==> src/rtl/tt_sweep_pkg.sv <==
// Shared types and helpers for the exhaustive input-sweep generator.
package tt_sweep_pkg;

  typedef enum logic [1:0] {
    ST_IDLE  = 2'd0,
    ST_DRIVE = 2'd1,
    ST_DONE  = 2'd2
  } state_t;

  // Width of a counter that must reach hold-1; never narrower than one bit.
  function automatic int hold_w(input int hold);
    return (hold <= 2) ? 1 : $clog2(hold);
  endfunction

  // Increment that sticks at the all-ones value of a w-bit field.
  function automatic logic [31:0] sat_inc(input logic [31:0] v, input int unsigned w);
    logic [32:0] max_val;
    max_val = (33'd1 << w) - 33'd1;
    return ({1'b0, v} >= max_val) ? v : v + 32'd1;
  endfunction

endpackage

==> src/rtl/tt_sweep_gen_if.sv <==
// Stimulus/result bundle between a sweep controller and the sweep generator.
interface tt_sweep_gen_if #(
  parameter int N    = 4,
  parameter int ERRW = 8
);
  logic            start;
  logic            abort;
  logic            loop;
  logic            f_in;
  logic [N-1:0]    vec;
  logic            sample;
  logic            busy;
  logic            done;
  logic            pass;
  logic [ERRW-1:0] err_cnt;
  logic [N-1:0]    first_err_vec;
  logic            first_err_vld;
  logic [7:0]      sweep_cnt;

  modport master (
    output start, abort, loop, f_in,
    input  vec, sample, busy, done, pass, err_cnt, first_err_vec, first_err_vld, sweep_cnt
  );

  modport slave (
    input  start, abort, loop, f_in,
    output vec, sample, busy, done, pass, err_cnt, first_err_vec, first_err_vld, sweep_cnt
  );
endinterface

==> src/rtl/tt_sweep_gen_hold_timer.sv <==
// Per-vector hold counter; tc marks the last cycle a vector is held.
module hold_timer #(
  parameter int HOLD = 200,
  parameter int W    = 8
) (
  input  logic         clk,
  input  logic         rst,
  input  logic         clr,
  input  logic         en,
  output logic         tc,
  output logic [W-1:0] count
);

  logic [W-1:0] count_reg;

  assign count = count_reg;
  assign tc    = en && (count_reg == W'(HOLD - 1));

  always_ff @(posedge clk or posedge rst) begin
    if (rst) begin
      count_reg <= '0;
    end else if (clr) begin
      count_reg <= '0;
    end else if (en) begin
      count_reg <= tc ? '0 : count_reg + W'(1);
    end
  end

endmodule

==> src/rtl/tt_sweep_gen.sv <==
// Drives 0..LAST into a combinational block, checks each value against EXPECT
// on its final hold cycle and keeps pass/error/first-failure results.
module tt_sweep_gen
  import tt_sweep_pkg::*;
#(
  parameter int             N      = 4,
  parameter int             HOLD   = 200,
  parameter int             LAST   = 12,
  parameter logic [2**N-1:0] EXPECT = '0,
  parameter int             ERRW   = 8
) (
  input logic clk,
  input logic rst,
  tt_sweep_gen_if.slave bus
);

  localparam int HW = hold_w(HOLD);

  if (LAST > 2**N - 1 || HOLD < 1) begin : g_param_check
    $error("tt_sweep_gen: LAST must fit in N bits and HOLD must be >= 1");
  end

  state_t          state_reg, state_next;
  logic [N-1:0]    vec_reg, vec_next;
  logic [ERRW-1:0] err_cnt_reg, err_cnt_next;
  logic [N-1:0]    first_err_vec_reg, first_err_vec_next;
  logic            first_err_vld_reg, first_err_vld_next;
  logic [7:0]      sweep_cnt_reg, sweep_cnt_next;

  logic            tc;
  logic            start_ok;
  logic [HW-1:0]   hold_count;

  // A fresh start or an abort restarts the hold phase from zero.
  assign start_ok = bus.start && !bus.abort &&
                    (state_reg == ST_IDLE || state_reg == ST_DONE);

  hold_timer #(
    .HOLD (HOLD),
    .W    (HW)
  ) u_hold (
    .clk   (clk),
    .rst   (rst),
    .clr   (bus.abort || start_ok),
    .en    (state_reg == ST_DRIVE && !bus.abort),
    .tc    (tc),
    .count (hold_count)
  );

  always_ff @(posedge clk or posedge rst) begin
    if (rst) begin
      state_reg         <= ST_IDLE;
      vec_reg           <= '0;
      err_cnt_reg       <= '0;
      first_err_vec_reg <= '0;
      first_err_vld_reg <= 1'b0;
      sweep_cnt_reg     <= '0;
    end else begin
      state_reg         <= state_next;
      vec_reg           <= vec_next;
      err_cnt_reg       <= err_cnt_next;
      first_err_vec_reg <= first_err_vec_next;
      first_err_vld_reg <= first_err_vld_next;
      sweep_cnt_reg     <= sweep_cnt_next;
    end
  end

  always_comb begin
    state_next         = state_reg;
    vec_next           = vec_reg;
    err_cnt_next       = err_cnt_reg;
    first_err_vec_next = first_err_vec_reg;
    first_err_vld_next = first_err_vld_reg;
    sweep_cnt_next     = sweep_cnt_reg;

    if (bus.abort) begin
      state_next = ST_IDLE;
      vec_next   = '0;
    end else begin
      case (state_reg)
        ST_IDLE, ST_DONE: begin
          if (bus.start) begin
            state_next         = ST_DRIVE;
            vec_next           = '0;
            err_cnt_next       = '0;
            first_err_vec_next = '0;
            first_err_vld_next = 1'b0;
            sweep_cnt_next     = '0;
          end
        end
        ST_DRIVE: begin
          if (tc) begin
            // The final vector's result is folded in on the same edge that ends the sweep.
            if (bus.f_in != EXPECT[vec_reg]) begin
              err_cnt_next = ERRW'(sat_inc(32'(err_cnt_reg), ERRW));
              if (!first_err_vld_reg) begin
                first_err_vec_next = vec_reg;
                first_err_vld_next = 1'b1;
              end
            end
            if (vec_reg == N'(LAST)) begin
              sweep_cnt_next = sweep_cnt_reg + 8'd1;
              if (bus.loop) begin
                vec_next = '0;
              end else begin
                state_next = ST_DONE;
              end
            end else begin
              vec_next = vec_reg + N'(1);
            end
          end
        end
        default: begin
          state_next = ST_IDLE;
          vec_next   = '0;
        end
      endcase
    end
  end

  assign bus.vec           = vec_reg;
  assign bus.sample        = tc;
  assign bus.busy          = (state_reg == ST_DRIVE);
  assign bus.done          = (state_reg == ST_DONE);
  assign bus.pass          = (state_reg == ST_DONE) && (err_cnt_reg == '0);
  assign bus.err_cnt       = err_cnt_reg;
  assign bus.first_err_vec = first_err_vec_reg;
  assign bus.first_err_vld = first_err_vld_reg;
  assign bus.sweep_cnt     = sweep_cnt_reg;

endmodule

==> src/flat_wrapper.sv <==
// flat-port wrapper written by rule: the top's interface ports become plain ports
module tt_sweep_gen_flat import tt_sweep_pkg::*;
#(
  parameter int             N      = 4,
  parameter int             HOLD   = 200,
  parameter int             LAST   = 12,
  parameter logic [2**N-1:0] EXPECT = '0,
  parameter int             ERRW   = 8
)
  (clk, rst, bus_start, bus_abort, bus_loop, bus_f_in, bus_vec, bus_sample, bus_busy, bus_done, bus_pass, bus_err_cnt, bus_first_err_vec, bus_first_err_vld, bus_sweep_cnt);
  tt_sweep_gen_if #(.N(N), .ERRW(ERRW)) bus_i ();
  input logic clk;
  input logic rst;
  input wire logic [$bits(bus_i.start)-1:0] bus_start;
  input wire logic [$bits(bus_i.abort)-1:0] bus_abort;
  input wire logic [$bits(bus_i.loop)-1:0] bus_loop;
  input wire logic [$bits(bus_i.f_in)-1:0] bus_f_in;
  output wire logic [$bits(bus_i.vec)-1:0] bus_vec;
  output wire logic [$bits(bus_i.sample)-1:0] bus_sample;
  output wire logic [$bits(bus_i.busy)-1:0] bus_busy;
  output wire logic [$bits(bus_i.done)-1:0] bus_done;
  output wire logic [$bits(bus_i.pass)-1:0] bus_pass;
  output wire logic [$bits(bus_i.err_cnt)-1:0] bus_err_cnt;
  output wire logic [$bits(bus_i.first_err_vec)-1:0] bus_first_err_vec;
  output wire logic [$bits(bus_i.first_err_vld)-1:0] bus_first_err_vld;
  output wire logic [$bits(bus_i.sweep_cnt)-1:0] bus_sweep_cnt;
  assign bus_i.start = bus_start;
  assign bus_i.abort = bus_abort;
  assign bus_i.loop = bus_loop;
  assign bus_i.f_in = bus_f_in;
  assign bus_vec = bus_i.vec;
  assign bus_sample = bus_i.sample;
  assign bus_busy = bus_i.busy;
  assign bus_done = bus_i.done;
  assign bus_pass = bus_i.pass;
  assign bus_err_cnt = bus_i.err_cnt;
  assign bus_first_err_vec = bus_i.first_err_vec;
  assign bus_first_err_vld = bus_i.first_err_vld;
  assign bus_sweep_cnt = bus_i.sweep_cnt;
  tt_sweep_gen #(.N(N), .HOLD(HOLD), .LAST(LAST), .EXPECT(EXPECT), .ERRW(ERRW)) u_core (.clk(clk), .rst(rst), .bus(bus_i));
endmodule
==> config.mk <==
export PLATFORM = sky130hd
export DESIGN_NAME = tt_sweep_gen_flat
export DESIGN_NICKNAME = d
export VERILOG_FILES = /design/src/rtl/tt_sweep_pkg.sv /design/src/rtl/tt_sweep_gen_if.sv /design/src/rtl/tt_sweep_gen_hold_timer.sv /design/src/rtl/tt_sweep_gen.sv /design/src/flat_wrapper.sv
export SDC_FILE = /design/constraint.sdc
export NUM_CORES = 1
export LEC_CHECK = 0
export ABC_AREA = 1
export CAP_MARGIN = 20
export CORE_AREA = 2 2 72 60
export DETAILED_ROUTE_END_ITERATION = 6
export DIE_AREA = 0 0 74 62
export GPL_ROUTABILITY_DRIVEN = 1
export GPL_TIMING_DRIVEN = 1
export PLACE_DENSITY = 0.86
export SLEW_MARGIN = 20
export SYNTH_ARGS = -nofsm -noshare
export SYNTH_HDL_FRONTEND = slang
export SYNTH_SLANG_ARGS = --single-unit
==> constraint.sdc <==
create_clock -name clk -period 3.7 [get_ports clk]
set_input_delay 0.74 -clock clk [delete_from_list [all_inputs] [get_ports clk]]
set_output_delay 0.74 -clock clk [all_outputs]
set_load 0.005 [all_outputs]
Word level (Yosys, flattened, before mapping)
Memory sizes are Yosys's and may differ from the RTL's.
Index checks and enable logic that the tools add are counted.
{"block": "word_totals", "inputBits": 6, "ff_bits": 35, "latchBits": 0, "output_inout_bits": 29, "rom_bits": 16, "mem_bits_rw": 0, "mem_count": 1, "wordCells": 82}
{"block": "op_classes", "addsub": 4, "n_div": 0, "eq_ne": 16, "n_lt_le_gt_ge": 2, "n_shift": 0, "n_mux": 32, "n_bitwise": 1, "n_reduce_logical": 19, "mul": 0}
{"name": "(name not given)", "depth": 16, "word_bits": 1, "rd": 1, "rd_ports_with_merged_regs": 0, "wr": 0, "line_no": "tt_sweep_gen.sv:94", "rtl": "if (bus.f_in != EXPECT[vec_reg]) begin"}
{"op": "8-bit two-way mux", "count": 9}
{"op": "4-bit two-way mux", "count": 8}
{"op": "8-bit case mux with 2 select lines", "count": 2}
{"op": "8-bit by 1-bit adder with 8-bit output (second input constant)", "count": 3}
{"op": "4-bit case mux with 2 select lines", "count": 2}
{"op": "6-bit AND reduction", "count": 2}
{"op": "2-bit two-way mux", "count": 5}
{"op": "5-bit AND reduction", "count": 2}
{"op": "8-bit equality test (second input constant)", "count": 1}
{"op": "8-bit >= comparator (second input constant)", "count": 1}
{"op": "8-bit logical NOT", "count": 1}
{"op": "2-bit by 1-bit != test with 1-bit output (second input constant)", "count": 3}
{"op": "2-bit != test (second input constant)", "count": 3}
{"op": "3-bit by 2-bit != test with 1-bit output (second input constant)", "count": 2}
{"op": "3-bit != test (second input constant)", "count": 2}
{"op": "1-bit logical AND", "count": 5}
{"op": "4-bit by 5-bit < comparator with 1-bit output (second input constant)", "count": 1}
{"op": "4-bit by 1-bit adder with 4-bit output (second input constant)", "count": 1}
{"op": "4-bit equality test (second input constant)", "count": 1}
{"op": "1-bit two-way mux", "count": 4}
{"op": "4-bit != test (second input constant)", "count": 1}
{"op": "2-bit case mux with 2 select lines", "count": 1}
{"op": "4-bit AND reduction", "count": 1}
{"op": "2-bit nonzero test", "count": 2}
{"op": "other kinds (10)", "count": 11}

Depth between registers and ports, before layout
{"block": "logic_depth", "depth_word": 6, "depth_mapped": 10, "mapped_depth_nobuf": 9}

Hierarchy
A second synthesis with hierarchy kept.
{"block": "hier_totals", "cells_unflattened": 309, "area_unflattened_um2": 2232.1}
{"module": "tt_sweep_gen", "n_inst": 1, "area_each_um2": 1676.6, "cells_per_inst": 233, "seq_area_each_um2": 675.6}
{"module": "hold_timer", "n_inst": 1, "area_each_um2": 555.5, "cells_per_inst": 76, "seq_area_each_um2": 200.2}

Worst setup path after synthesis
Ideal clock, no wire load.
{"block": "synth_timing", "path_kind": "input -> output", "startpoint": "input port bus_abort", "endpoint": "output port bus_sample", "n_path_buf": 0, "arrival_ps": 1077, "required_ps": 2960, "stages": 3, "setup_slack_ps": 1883, "cell_sequence": "inv_1 nand2_1 nor2_1"}
{"block": "synth_between", "elab_chain_len": 3}
{"element": "start, declared", "line_no": "flat_wrapper.sv:15", "rtl": "input wire logic [$bits(bus_i.abort)-1:0] bus_abort;"}
{"element": "1-bit logical NOT", "line_no": "tt_sweep_gen.sv:45", "rtl": ".en (state_reg == ST_DRIVE && !bus.abort),"}
{"element": "1-bit logical AND", "line_no": "tt_sweep_gen.sv:45"}
{"element": "1-bit logical AND", "line_no": "tt_sweep_gen_hold_timer.sv:17", "rtl": "assign tc = en && (count_reg == W'(HOLD - 1));"}
{"element": "end, declared", "line_no": "flat_wrapper.sv:19", "rtl": "output wire logic [$bits(bus_i.sample)-1:0] bus_sample;"}
No other way between the ends.

Final worst setup path
Same ends and word-level chain as after synthesis.

==> results.md <==
- Crit. Startpoint: bus_abort
- Clock root buffer: clkbuf_8
- Drc violations: 0
- FF-to-FF setup slack: 1.89 ns
- Final Hold Violating Endpoints: 0
- Worst r2r src: u_core.state_reg[1]
- Internal: 708 uW
- Vias per inst: 5.19
- Final core utilization: 0.676
- Syn Nets: 315
- Fmax: 347 MHz
- Minimum clock period: 2.88 ns
- Antenna cells: 0
- CP delay by family, top: buffers and inverters
- Die area: 0.00459 mm2
- Reg2Reg Depth: 8
- Routed Antenna Nets: 0
- Worst-Skew Late Latency: 0.29 ns
- Leak Pwr: 1.22 nW
- RSZ-0062 raised after global routing: false
- Most frequent CP cell: clkdlybuf4s50_1
- CTS resizes: 0
- Global router's overall resource usage: 0.222
- GP Congestion: 0.868
- Max VDD drop: 0.000312 V
- Chip Height: 62 um
- Worst path arrival time: 2.14 ns
- RR Endpoint: u_core.bus.sweep_cnt[5]
- Maximum level of the CTS H-tree: 2
- Sw frac: 0.291
- Layout overhead on the synthesized area: 23.3%
- Chip width: 74 um
- Clk slew on worst S/H paths: 0.07 ns
- Final Max Slew Viols: 0
- Buffer depth of the longest clock path: 2
- FFs w/ async S/R, synth: 1.00
- Worst slew pin tran: 0.614 ns
- Worst-path cell chain: clkdlybuf4s50_1, inv_1, nand2_1, nor2_1, clkdlybuf4s50_1
- Share of power burned in registers: 0.438
- CTS Buf Count: 5
- Core Region: 0.00397 mm2
- Via count: 2069
- Logic pwr share: 0.204
- Grt ovf: 0
- Largest net degree at the start of global routing: 30
- Crit path to: bus_sample
- Cells after Synth: 303
- Yosys warning total: 0
- CP bufs+invs: 3
- CTS tree: built
- Iteration-0 DRC Markers: 143
- Synthesized cell area: 0.00217 mm2
- Sequential-to-total area share from yosys stat: 0.403
- Clock sink total: 35
- Required time worst endpoint: 2.96 ns
- Met3 Wirelength: 250 um
- # setup viols final: 0
- Cell Rows: 21
- Net Switching: 291 uW
- Drt total wl: 4610 um
- Met1 WL: 2130 um
- Initial core utilization: 0.548
- Top FF cell, synth: dfrtp_1
- Post-synth EDFFs: 0
- Post-synth cell types: 29
- Max-cap viol count: 0
- Setup CP Type: in -> out
- Status: finished clean
- Largest area contributor in the netlist: dfrtp_1
- Nets: 353
- HP Class: reg -> reg
- Crit path max fanout: 7
- Slew HR: 0.590
- First-pass GRT wire length: 7760 um
- Hpwl dp: 3280 um
- Synth top area share: 0.403
- Setup crit start kind: primary input
- Setup bufs post-CTS: 0
- WP depth: 5
- Tcrit/Tclk final: 0.778
- Synth area leaders: dfrtp_1, nand2_1, nand3_1, inv_1, nor2_1
- Max incr delay on CP: 0.50 ns
- Synthesized flop and latch total: 35
- Setup Skew: 0.00414 ns
- Average size of a mapped cell: 7.18 um2
- PortBufs: 34
- Drt pass-1 iters: 4
- Fillers: 339
- Clock Power Share: 0.358
- Nature of the critical path endpoint: output pin
- Power per cell area: 372 mW/mm2
- Share of layout cells above drive strength 1: 0.0965
- Highest metal used: met4
- I/O Pins: 35
- Vias in the first global route: 1804
- WL/cell: 11.6 um
- Total Neg Setup Slack: 0 ns
- WHS Path Cells: 2
- Wire length on met2: 2170 um
- Most common cell in the netlist: nand2_1
- Slowest CP cell: clkdlybuf4s50_1
- Initial antenna violation count: 0
- Hold Buf Count CTS: 0
- Commonest cells in the netlist: nand2_1, dfrtp_1, inv_1
==> layout by cell type, fill, tap and decap left out, drive strengths merged <==
cell type      count
or2                2
nor3               5
clkdlybuf4s50     34
nand2            103
inv               35
and3               1
xor2               2
clkinv             1
o21bai             1
nand4              5
nand3b             4
nand3             32
dfrtp             35
buf                3
a21oi              3
nor3b              1
ha                 6
nor2              35
o21a               1
bufinv             1
o21ai             26
clkbuf             6
==> routing by layer <==
layer  vias up  track usage
li1       1039            -
met1       956        0.278
met2        65        0.376
met3         9       0.0532
met4         0       0.0857
met5         -            0
==> power groups by stage <==
stage                     Sequential (mW)  Combinational, mW  Clock (mW)
after detailed placement            0.444              0.203           0
after global routing                0.442              0.231       0.382
final                               0.438              0.204       0.357
after global placement              0.442              0.197           0
after floorplan                     0.439              0.131           0
after CTS                           0.437              0.204       0.362
==> worst min path at each step <==
stage,from,to,slack (ns)
6_report,u_core.bus.first_err_vec[0],u_core.bus.first_err_vec[0],0.49
5_1_grt,u_core.bus.first_err_vec[3],u_core.bus.first_err_vec[3],0.53
4_1_cts,u_core.bus.first_err_vec[0],u_core.bus.first_err_vec[0],0.49
3_5_place_dp,u_core.bus.first_err_vec[0],u_core.bus.first_err_vec[0],0.47
3_3_place_gp,u_core.bus.first_err_vec[2],u_core.bus.first_err_vec[2],0.47
2_1_floorplan,u_core.bus.first_err_vec[0],u_core.bus.first_err_vec[0],0.48
==> final cells by class <==
cell class | instances | area [um2] | area share
Timing Repair Buffer | 37 | 363 | 0.135
Clock inverter | 2 | 35.0 | 0.0131
Sequential cell | 35 | 876 | 0.327
Inverter | 35 | 131 | 0.0490
Multi-Input combinational cell | 227 | 1120 | 0.419
Clock buffer | 6 | 82.6 | 0.0308
Tap cell | 57 | 71.3 | 0.0266
==> stage by stage <==
stage,worst slack (ns),hold slack (ns),cell area [um2],instances,power [mW]
floorplan,1.88,0.476,2170,303,0.570
global placement,0.851,0.465,2560,391,0.640
detailed placement,0.813,0.473,2560,391,0.646
CTS,0.813,0.491,2680,399,1.00
global route,0.699,0.527,2680,399,1.05
finish,0.822,0.486,2680,399,0.998
==> cells by family after synthesis <==
family | after synthesis | synth area share
adder cells (fa/ha/maj) | 6 | 0.0345
XOR/XNOR | 2 | 0.00806
AND/OR/NAND/NOR | 188 | 0.391
flip-flops | 35 | 0.403
buffers and inverters | 41 | 0.0811
AO/OA/AOI/OAI | 31 | 0.0823
==> worst min-delay path, stage by stage (launching register included) <==
cell	delay [ns]
dfrtp_1	0.35
nand2_1	0.05
o21ai_0	0.06
Power figures use the tool's default switching activity.
